`src/rtl/mdu_pkg.sv`:
```
// mdu_pkg: definitions shared by the multiply/divide sequencer and its
// divider core.
//   mduState_t - sequencer state encoding (IDLE / MUL / DIV / DONE)
//   DIV_ITERS  - restoring divider iteration count for 32-bit operands
//   DIV0_LO    - quotient reported for a divide by zero
//   negIf()    - conditional two's-complement negate
package mdu_pkg;

  typedef enum logic [1:0] {
    S_IDLE = 2'd0,
    S_MUL  = 2'd1,
    S_DIV  = 2'd2,
    S_DONE = 2'd3
  } mduState_t;

  localparam int          DIV_ITERS = 32;
  localparam logic [31:0] DIV0_LO   = 32'hFFFF_FFFF;

  function automatic logic [31:0] negIf(input logic [31:0] value, input logic neg);
    return neg ? (~value + 32'd1) : value;
  endfunction

endpackage

```
`src/rtl/div_radix2_core.sv`:
```
// div_radix2_core: unsigned radix-2 restoring divider datapath.
// Holds the partial-remainder and quotient shift registers and performs one
// compare/subtract step per cycle while step is high. Sign handling is done
// by the caller; this core only sees magnitudes.
// Ports:
//   clk, rst           clock, asynchronous active-high reset
//   load               capture dividend/divisor, clear partial remainder
//   step               perform one restoring iteration
//   dividend, divisor  unsigned magnitudes
//   quotient           raw quotient after the step of the current cycle
//   remainder          raw remainder after the step of the current cycle
module div_radix2_core (
  input  logic        clk,
  input  logic        rst,
  input  logic        load,
  input  logic        step,
  input  logic [31:0] dividend,
  input  logic [31:0] divisor,
  output logic [31:0] quotient,
  output logic [31:0] remainder
);

  logic [31:0] quoReg;
  logic [31:0] remReg;
  logic [31:0] divReg;
  logic [32:0] shifted;
  logic [32:0] diff;

  // The quotient register doubles as the dividend shifter: its MSB is shifted
  // into the partial remainder and the new quotient bit enters at the LSB.
  // Outputs are the post-step values so the caller can capture the final
  // result on the same edge as the last iteration.
  always_comb begin
    shifted = {remReg, quoReg[31]};
    diff    = shifted - {1'b0, divReg};
    if (!diff[32]) begin
      remainder = diff[31:0];
      quotient  = {quoReg[30:0], 1'b1};
    end else begin
      remainder = shifted[31:0];
      quotient  = {quoReg[30:0], 1'b0};
    end
  end

  always_ff @(posedge clk or posedge rst) begin
    if (rst) begin
      quoReg <= '0;
      remReg <= '0;
      divReg <= '0;
    end else if (load) begin
      quoReg <= dividend;
      remReg <= '0;
      divReg <= divisor;
    end else if (step) begin
      quoReg <= quotient;
      remReg <= remainder;
    end
  end

endmodule

```
`src/rtl/mdu_sequencer.sv`:
```
// mdu_sequencer: multi-cycle MULT/MULTU/DIV/DIVU sequencer beside the
// execute stage. Accepts one op from E, stalls the front of the pipe while
// it runs, and presents a registered {hi,lo} for the M-stage HILO write.
// Optional build macro: MDU_DIV_EARLY_OUT_EN - divides with a zero divisor or
// |a| < |b| finish in the accept cycle instead of iterating.
// Parameters:
//   MUL_LAT    multiply cycles after acceptance (1..8)
//   DIV_ITERS  divider iterations (32)
// Ports:
//   clk, rst      clock, asynchronous active-high reset
//   start_i       E-stage mul/div op present
//   is_div_i      1 = divide, 0 = multiply
//   is_sign_i     signed operation
//   a_i, b_i      rs / rt operands
//   flush_i       exception flush of E, aborts the op
//   pipe_stall_i  E held by another source
//   stall_req_o   stall F/D/E
//   busy_o        op in flight (MUL or DIV)
//   done_o        result valid (DONE)
//   hi_o, lo_o    remainder/product high, quotient/product low
//   stateDbg_o    current sequencer state
module mdu_sequencer
  import mdu_pkg::mduState_t;
  import mdu_pkg::S_IDLE;
  import mdu_pkg::S_MUL;
  import mdu_pkg::S_DIV;
  import mdu_pkg::S_DONE;
  import mdu_pkg::DIV0_LO;
  import mdu_pkg::negIf;
#(
  parameter int MUL_LAT   = 2,
  parameter int DIV_ITERS = mdu_pkg::DIV_ITERS
) (
  input  logic        clk,
  input  logic        rst,
  input  logic        start_i,
  input  logic        is_div_i,
  input  logic        is_sign_i,
  input  logic [31:0] a_i,
  input  logic [31:0] b_i,
  input  logic        flush_i,
  input  logic        pipe_stall_i,
  output logic        stall_req_o,
  output logic        busy_o,
  output logic        done_o,
  output logic [31:0] hi_o,
  output logic [31:0] lo_o,
  output mduState_t   stateDbg_o
);

  localparam logic [5:0] MUL_LAST = 6'(MUL_LAT - 1);
  localparam logic [5:0] DIV_LAST = 6'(DIV_ITERS - 1);

  mduState_t   state;
  mduState_t   stateNext;
  logic [5:0]  counter;
  logic [63:0] product;
  logic        signQ;
  logic        signR;
  logic        divZero;
  logic [31:0] aRaw;

  logic        accept;
  logic        mulLast;
  logic        divLast;
  logic        earlyOut;
  logic [31:0] aMag;
  logic [31:0] bMag;
  logic [63:0] aExt;
  logic [63:0] bExt;
  logic [63:0] prodFull;
  logic [31:0] coreQ;
  logic [31:0] coreR;

  assign aMag = negIf(a_i, is_sign_i & a_i[31]);
  assign bMag = negIf(b_i, is_sign_i & b_i[31]);

  // The low 64 bits of a product of 64-bit extended operands are the same for
  // signed and unsigned arithmetic, so only the extension differs.
  assign aExt     = {{32{is_sign_i & a_i[31]}}, a_i};
  assign bExt     = {{32{is_sign_i & b_i[31]}}, b_i};
  assign prodFull = aExt * bExt;

`ifdef MDU_DIV_EARLY_OUT_EN
  // Quotient is trivially 0 (or the div-by-zero pattern) in these cases.
  assign earlyOut = is_div_i && ((b_i == '0) || (aMag < bMag));
`else
  assign earlyOut = 1'b0;
`endif

  div_radix2_core u_divCore (
    .clk       (clk),
    .rst       (rst),
    .load      (accept && is_div_i),
    .step      ((state == S_DIV) && !flush_i),
    .dividend  (aMag),
    .divisor   (bMag),
    .quotient  (coreQ),
    .remainder (coreR)
  );

  // Handshake with E: an op is taken in the cycle start_i is high in IDLE
  // with no flush; stall_req_o rises combinationally in that same cycle and
  // stays high through MUL/DIV, so E holds the instruction until DONE. In
  // DONE the instruction may still sit in E (pipe_stall_i), so start_i is
  // ignored until the sequencer has returned to IDLE.
  always_comb begin
    stateNext   = state;
    accept      = 1'b0;
    mulLast     = 1'b0;
    divLast     = 1'b0;
    stall_req_o = 1'b0;
    case (state)
      S_IDLE: begin
        if (start_i && !flush_i) begin
          accept      = 1'b1;
          stall_req_o = 1'b1;
          if (earlyOut)      stateNext = S_DONE;
          else if (is_div_i) stateNext = S_DIV;
          else               stateNext = S_MUL;
        end
      end
      S_MUL: begin
        stall_req_o = !flush_i;
        if (counter == MUL_LAST) begin
          mulLast   = 1'b1;
          stateNext = S_DONE;
        end
      end
      S_DIV: begin
        stall_req_o = !flush_i;
        if (counter == DIV_LAST) begin
          divLast   = 1'b1;
          stateNext = S_DONE;
        end
      end
      S_DONE: begin
        if (!pipe_stall_i) stateNext = S_IDLE;
      end
      default: stateNext = S_IDLE;
    endcase
    // A flush abandons the op without touching the result registers.
    if (flush_i) begin
      stateNext = S_IDLE;
      mulLast   = 1'b0;
      divLast   = 1'b0;
    end
  end

  assign busy_o     = (state == S_MUL) || (state == S_DIV);
  assign done_o     = (state == S_DONE);
  assign stateDbg_o = state;

  always_ff @(posedge clk or posedge rst) begin
    if (rst) begin
      state   <= S_IDLE;
      counter <= '0;
      product <= '0;
      signQ   <= 1'b0;
      signR   <= 1'b0;
      divZero <= 1'b0;
      aRaw    <= '0;
      hi_o    <= '0;
      lo_o    <= '0;
    end else begin
      state <= stateNext;

      if (accept || flush_i) begin
        counter <= '0;
      end else if (busy_o) begin
        counter <= counter + 6'd1;
      end

      if (accept) begin
        product <= prodFull;
        signQ   <= is_sign_i & (a_i[31] ^ b_i[31]);
        signR   <= is_sign_i & a_i[31];
        divZero <= (b_i == '0);
        aRaw    <= a_i;
      end

      if (accept && earlyOut) begin
        hi_o <= a_i;
        lo_o <= (b_i == '0) ? DIV0_LO : 32'd0;
      end else if (mulLast) begin
        hi_o <= product[63:32];
        lo_o <= product[31:0];
      end else if (divLast) begin
        if (divZero) begin
          hi_o <= aRaw;
          lo_o <= DIV0_LO;
        end else begin
          // Quotient sign follows the operand signs, remainder the dividend.
          hi_o <= negIf(coreR, signR);
          lo_o <= negIf(coreQ, signQ);
        end
      end
    end
  end

endmodule

```
`config.mk`:
```
export PLATFORM = sky130hd
export DESIGN_NAME = mdu_sequencer
export DESIGN_NICKNAME = d
export VERILOG_FILES = /design/src/rtl/mdu_pkg.sv /design/src/rtl/div_radix2_core.sv /design/src/rtl/mdu_sequencer.sv
export SDC_FILE = /design/constraint.sdc
export NUM_CORES = 2
export LEC_CHECK = 0
export ABC_AREA = 1
export CAP_MARGIN = 20
export CELL_PAD_IN_SITES_DETAIL_PLACEMENT = 0
export CELL_PAD_IN_SITES_GLOBAL_PLACEMENT = 2
export CORE_MARGIN = 5
export CORE_UTILIZATION = 43
export DETAILED_ROUTE_END_ITERATION = 8
export GPL_TIMING_DRIVEN = 0
export PLACE_DENSITY_LB_ADDON = 0.1
export SYNTH_ARGS = -nofsm -noshare
export SYNTH_HDL_FRONTEND = slang
export SYNTH_SLANG_ARGS = --single-unit
```
`constraint.sdc`:
```
create_clock -name clk -period 14.8 [get_ports clk]
set_clock_uncertainty 0.05 [all_clocks]
set_input_delay 2.22 -clock clk [delete_from_list [all_inputs] [get_ports clk]]
set_output_delay 2.22 -clock clk [all_outputs]
set_load 0.03 [all_outputs]
```
==> results.json <==
{
  "status": "completed",
  "grt_pass1_wl_mm": 365,
  "grt_overflow": 0,
  "ios": 140,
  "setup_tns_ns": 0,
  "netlist_instances": 7238,
  "end_kind": "register",
  "critPathKind": "input port to register",
  "maxSlewViolCount": 0,
  "start_kind": "input port",
  "slowest_stage": "fa_1",
  "crit_buf_inv": 10,
  "hold_viol": 0,
  "drc": 0,
  "maxCapViolations": 0,
  "synth_seq_cells": 267,
  "rsz0062_at_grt": "false",
  "ys_seq_area_share_pct": 11.9,
  "syn_nets": 8690,
  "placementRows": 132,
  "place.gp.congestion": 1.04,
  "drtAntennaViolNets": 0,
  "nFillCells": 13600,
  "worst_pin_slew_ns": 1.30,
  "wl_per_cell_um": 28.1,
  "clkLatencyLatePin_ns": 0.61,
  "yosys_warnings": 0,
  "clk_path_buf_depth": 3,
  "critical_path_depth": 29,
  "cts-root-buf": "clkbuf_16",
  "finalSetupViolCount": 0,
  "die_width_um": 371,
  "cts-hold-fix-buffers": 0,
  "cts_tree": "done",
  "areaGrowthSynthToFinish_pct": 8.70,
  "syn_avg_cell_area_um2": 7.75,
  "coreArea_mm2": 0.130,
  "initial_core_util_pct": 43.3,
  "track_usage_pct": 37.6,
  "hold_path_class": "register to register",
  "regArea_mm2": 0.00668,
  "min_delay_path_depth": 2,
  "drive_above_1_share_pct": 3.25,
  "cts.sinks": 267,
  "cp.arrival_ns": 13.70,
  "slew_headroom_pct": 13.1,
  "portBuffers": 79,
  "max_stage_delay_ns": 1.15,
  "antenna_found_initial": 22,
  "path_clk_slew_ns": 0.06,
  "crit_family": "adder cells",
  "fin_nets": 8852,
  "first_iter_violations": 4423,
  "post_cts_buffers": 0,
  "drt_first_pass_iters": 6,
  "max_freq_mhz": 75.7,
  "cts_resized": 0,
  "cp_max_fo": 11,
  "wl_mm": 258,
  "min_period_ns": 13.22,
  "critPathMostFrequentCell": "fa_1",
  "die_y_um": 371,
  "rr_worst_depth": 30,
  "grt_pass1_vias": 50900,
  "die_area_mm2": 0.138,
  "route.vias.total": 49400,
  "period_share_pct": 89.3,
  "ys_types": 58,
  "grt_max_degree": 108,
  "vias_per_cell": 5.38,
  "syn-cell-area_mm2": 0.0561,
  "multi_input_area_mm2": 0.0410,
  "cts_buffers": 29,
  "cp.required_ns": 15.29,
  "hpwl_mm": 221,
  "h-tree-depth": 1
}
[kinds of logic (layout without fill, tap and decap cells)]
kind of cell	after synthesis	in the layout	share of synthesized area [%]
DFF	267	267	11.9
xor gates and xnor gates	107	107	1.67
adders and majority gates	1381	1381	45.9
buffers and inverters	2239	2423	15.1
and+or+nand+nor	2592	2592	18.9
AOI/OAI and AO/OA	652	652	6.60
other	0	13	0
[through the flow]
step | setup slack, ns | hold WS (ns) | cells | instance area, µm² | utilization [%]
finish | 1.58 | 0.429 | 9177 | 61000 | 47.0
global route | 1.27 | 0.451 | 9165 | 61000 | 47.0
CTS | 1.69 | 0.429 | 9157 | 60900 | 46.9
detailed placement | 1.08 | 0.414 | 9104 | 59900 | 46.2
global placement | 0.380 | 0.408 | 9059 | 59100 | 45.6
floorplan | 4.88 | 0.387 | 7238 | 56100 | -
[metal layers]
| layer | wire (µm) | vias to the layer above | share of wire [%] | GRT usage, % |
|---|---|---|---|---|
| met5 | 0 | - | 0 | 0 |
| met4 | 17700 | 0 | 6.9 | 19.9 |
| met3 | 20000 | 516 | 7.7 | 6.69 |
| li1 | - | 21400 | - | - |
| met1 | 102000 | 25400 | 39 | 48.0 |
| met2 | 118000 | 2067 | 46 | 61.2 |
[state kept, by name, summed over array words and instances (netlist names)]
signal and flops:
product 64, u_divCore.divReg 32, hi_o 32, counter 6, lo_o 32, aRaw 32
u_divCore.remReg 32, signR 1, stateDbg_o 2, signQ 1, divZero 1, u_divCore.quoReg 32
[cell type report]
| type | instances | area share, % |
|---|---|---|
| Buffer | 365 | 2.38 |
| Timing Repair Buffer | 131 | 2.71 |
| Antenna cell | 13 | 0.0533 |
| Clock inverter | 13 | 0.222 |
| Tap cell | 1742 | 3.57 |
| Multi-Input combinational cell | 4732 | 67.2 |
| Clock buffer | 40 | 1.39 |
| Inverter | 1874 | 11.5 |
| Sequential cell | 267 | 11.0 |
[layout by cell type, fill, tap and decap left out, types with 18 or more instances in the layout]
cell	instances
nand2_1	1915
inv_1	1865
fa_1	1125
nor2_1	289
o21ai_0	278
dfrtp_1	267
ha_1	255
clkbuf_1	237
nand3_1	195
a21oi_1	173
buf_1	104
clkdlybuf4s50_1	79
xor2_1	72
o22ai_1	49
nor3_1	42
buf_8	41
xnor2_1	35
nand2_2	31
nand4_1	30
a31oi_1	29
clkbuf_16	29
or2_2	28
o221ai_1	26
o211ai_1	18
[synth_stat cells, drive strengths merged]
cell / instances / area share (%)
a211oi: 6 / 0.080
a21boi: 3 / 0.040
a21o: 10 / 0.13
a21oi: 175 / 1.6
a22oi: 4 / 0.054
a311oi: 1 / 0.016
a31oi: 29 / 0.32
and2: 5 / 0.056
and3: 2 / 0.022
buf: 116 / 0.89
clkbuf: 249 / 1.7
clkinv: 2 / 0.013
dfrtp: 267 / 12
fa: 1126 / 40
ha: 255 / 5.7
inv: 1872 / 13
nand2: 1954 / 13
nand2b: 1 / 0.011
nand3: 198 / 1.8
nand3b: 13 / 0.17
nand4: 30 / 0.33
nor2: 304 / 2.2
nor3: 52 / 0.56
nor4: 5 / 0.056
o2111ai: 2 / 0.031
o211ai: 18 / 0.24
o21a: 6 / 0.080
o21ai: 295 / 2.7
o21bai: 13 / 0.17
o221a: 1 / 0.020
o221ai: 26 / 0.41
o22ai: 49 / 0.55
o31ai: 12 / 0.17
o41ai: 2 / 0.031
or2: 28 / 0.31
xnor2: 35 / 0.55
xor2: 72 / 1.1
[worst paths after layout]
kind / start / slack, ns / end
worst max-delay path: a_i[31] / 1.58 / product[60]
min in group asynchronous: rst / 2.03 / hi_o[10]
worst min-delay path: hi_o[23] / 0.43 / hi_o[23]
worst max register to register: u_divCore.quoReg[31] / 9.31 / lo_o[30]
max in group asynchronous: rst / 11.59 / counter[4]
worst min register to register: hi_o[23] / 0.43 / hi_o[23]
[worst reg2reg max path, delay by kind of cell (launching register included)]
| kind | cells | cell delay [ns] |
|---|---|---|
| AO/OA/AOI/OAI | 1 | 0.43 |
| adder cells (fa/ha/maj) | 3 | 0.90 |
| buffers and inverters | 3 | 0.49 |
| flip-flops | 1 | 0.39 |
| AND/OR/NAND/NOR | 23 | 3.13 |
Power is not shown: default switching activity piles up to over one toggle a cycle in this logic, so the estimate is an artifact.
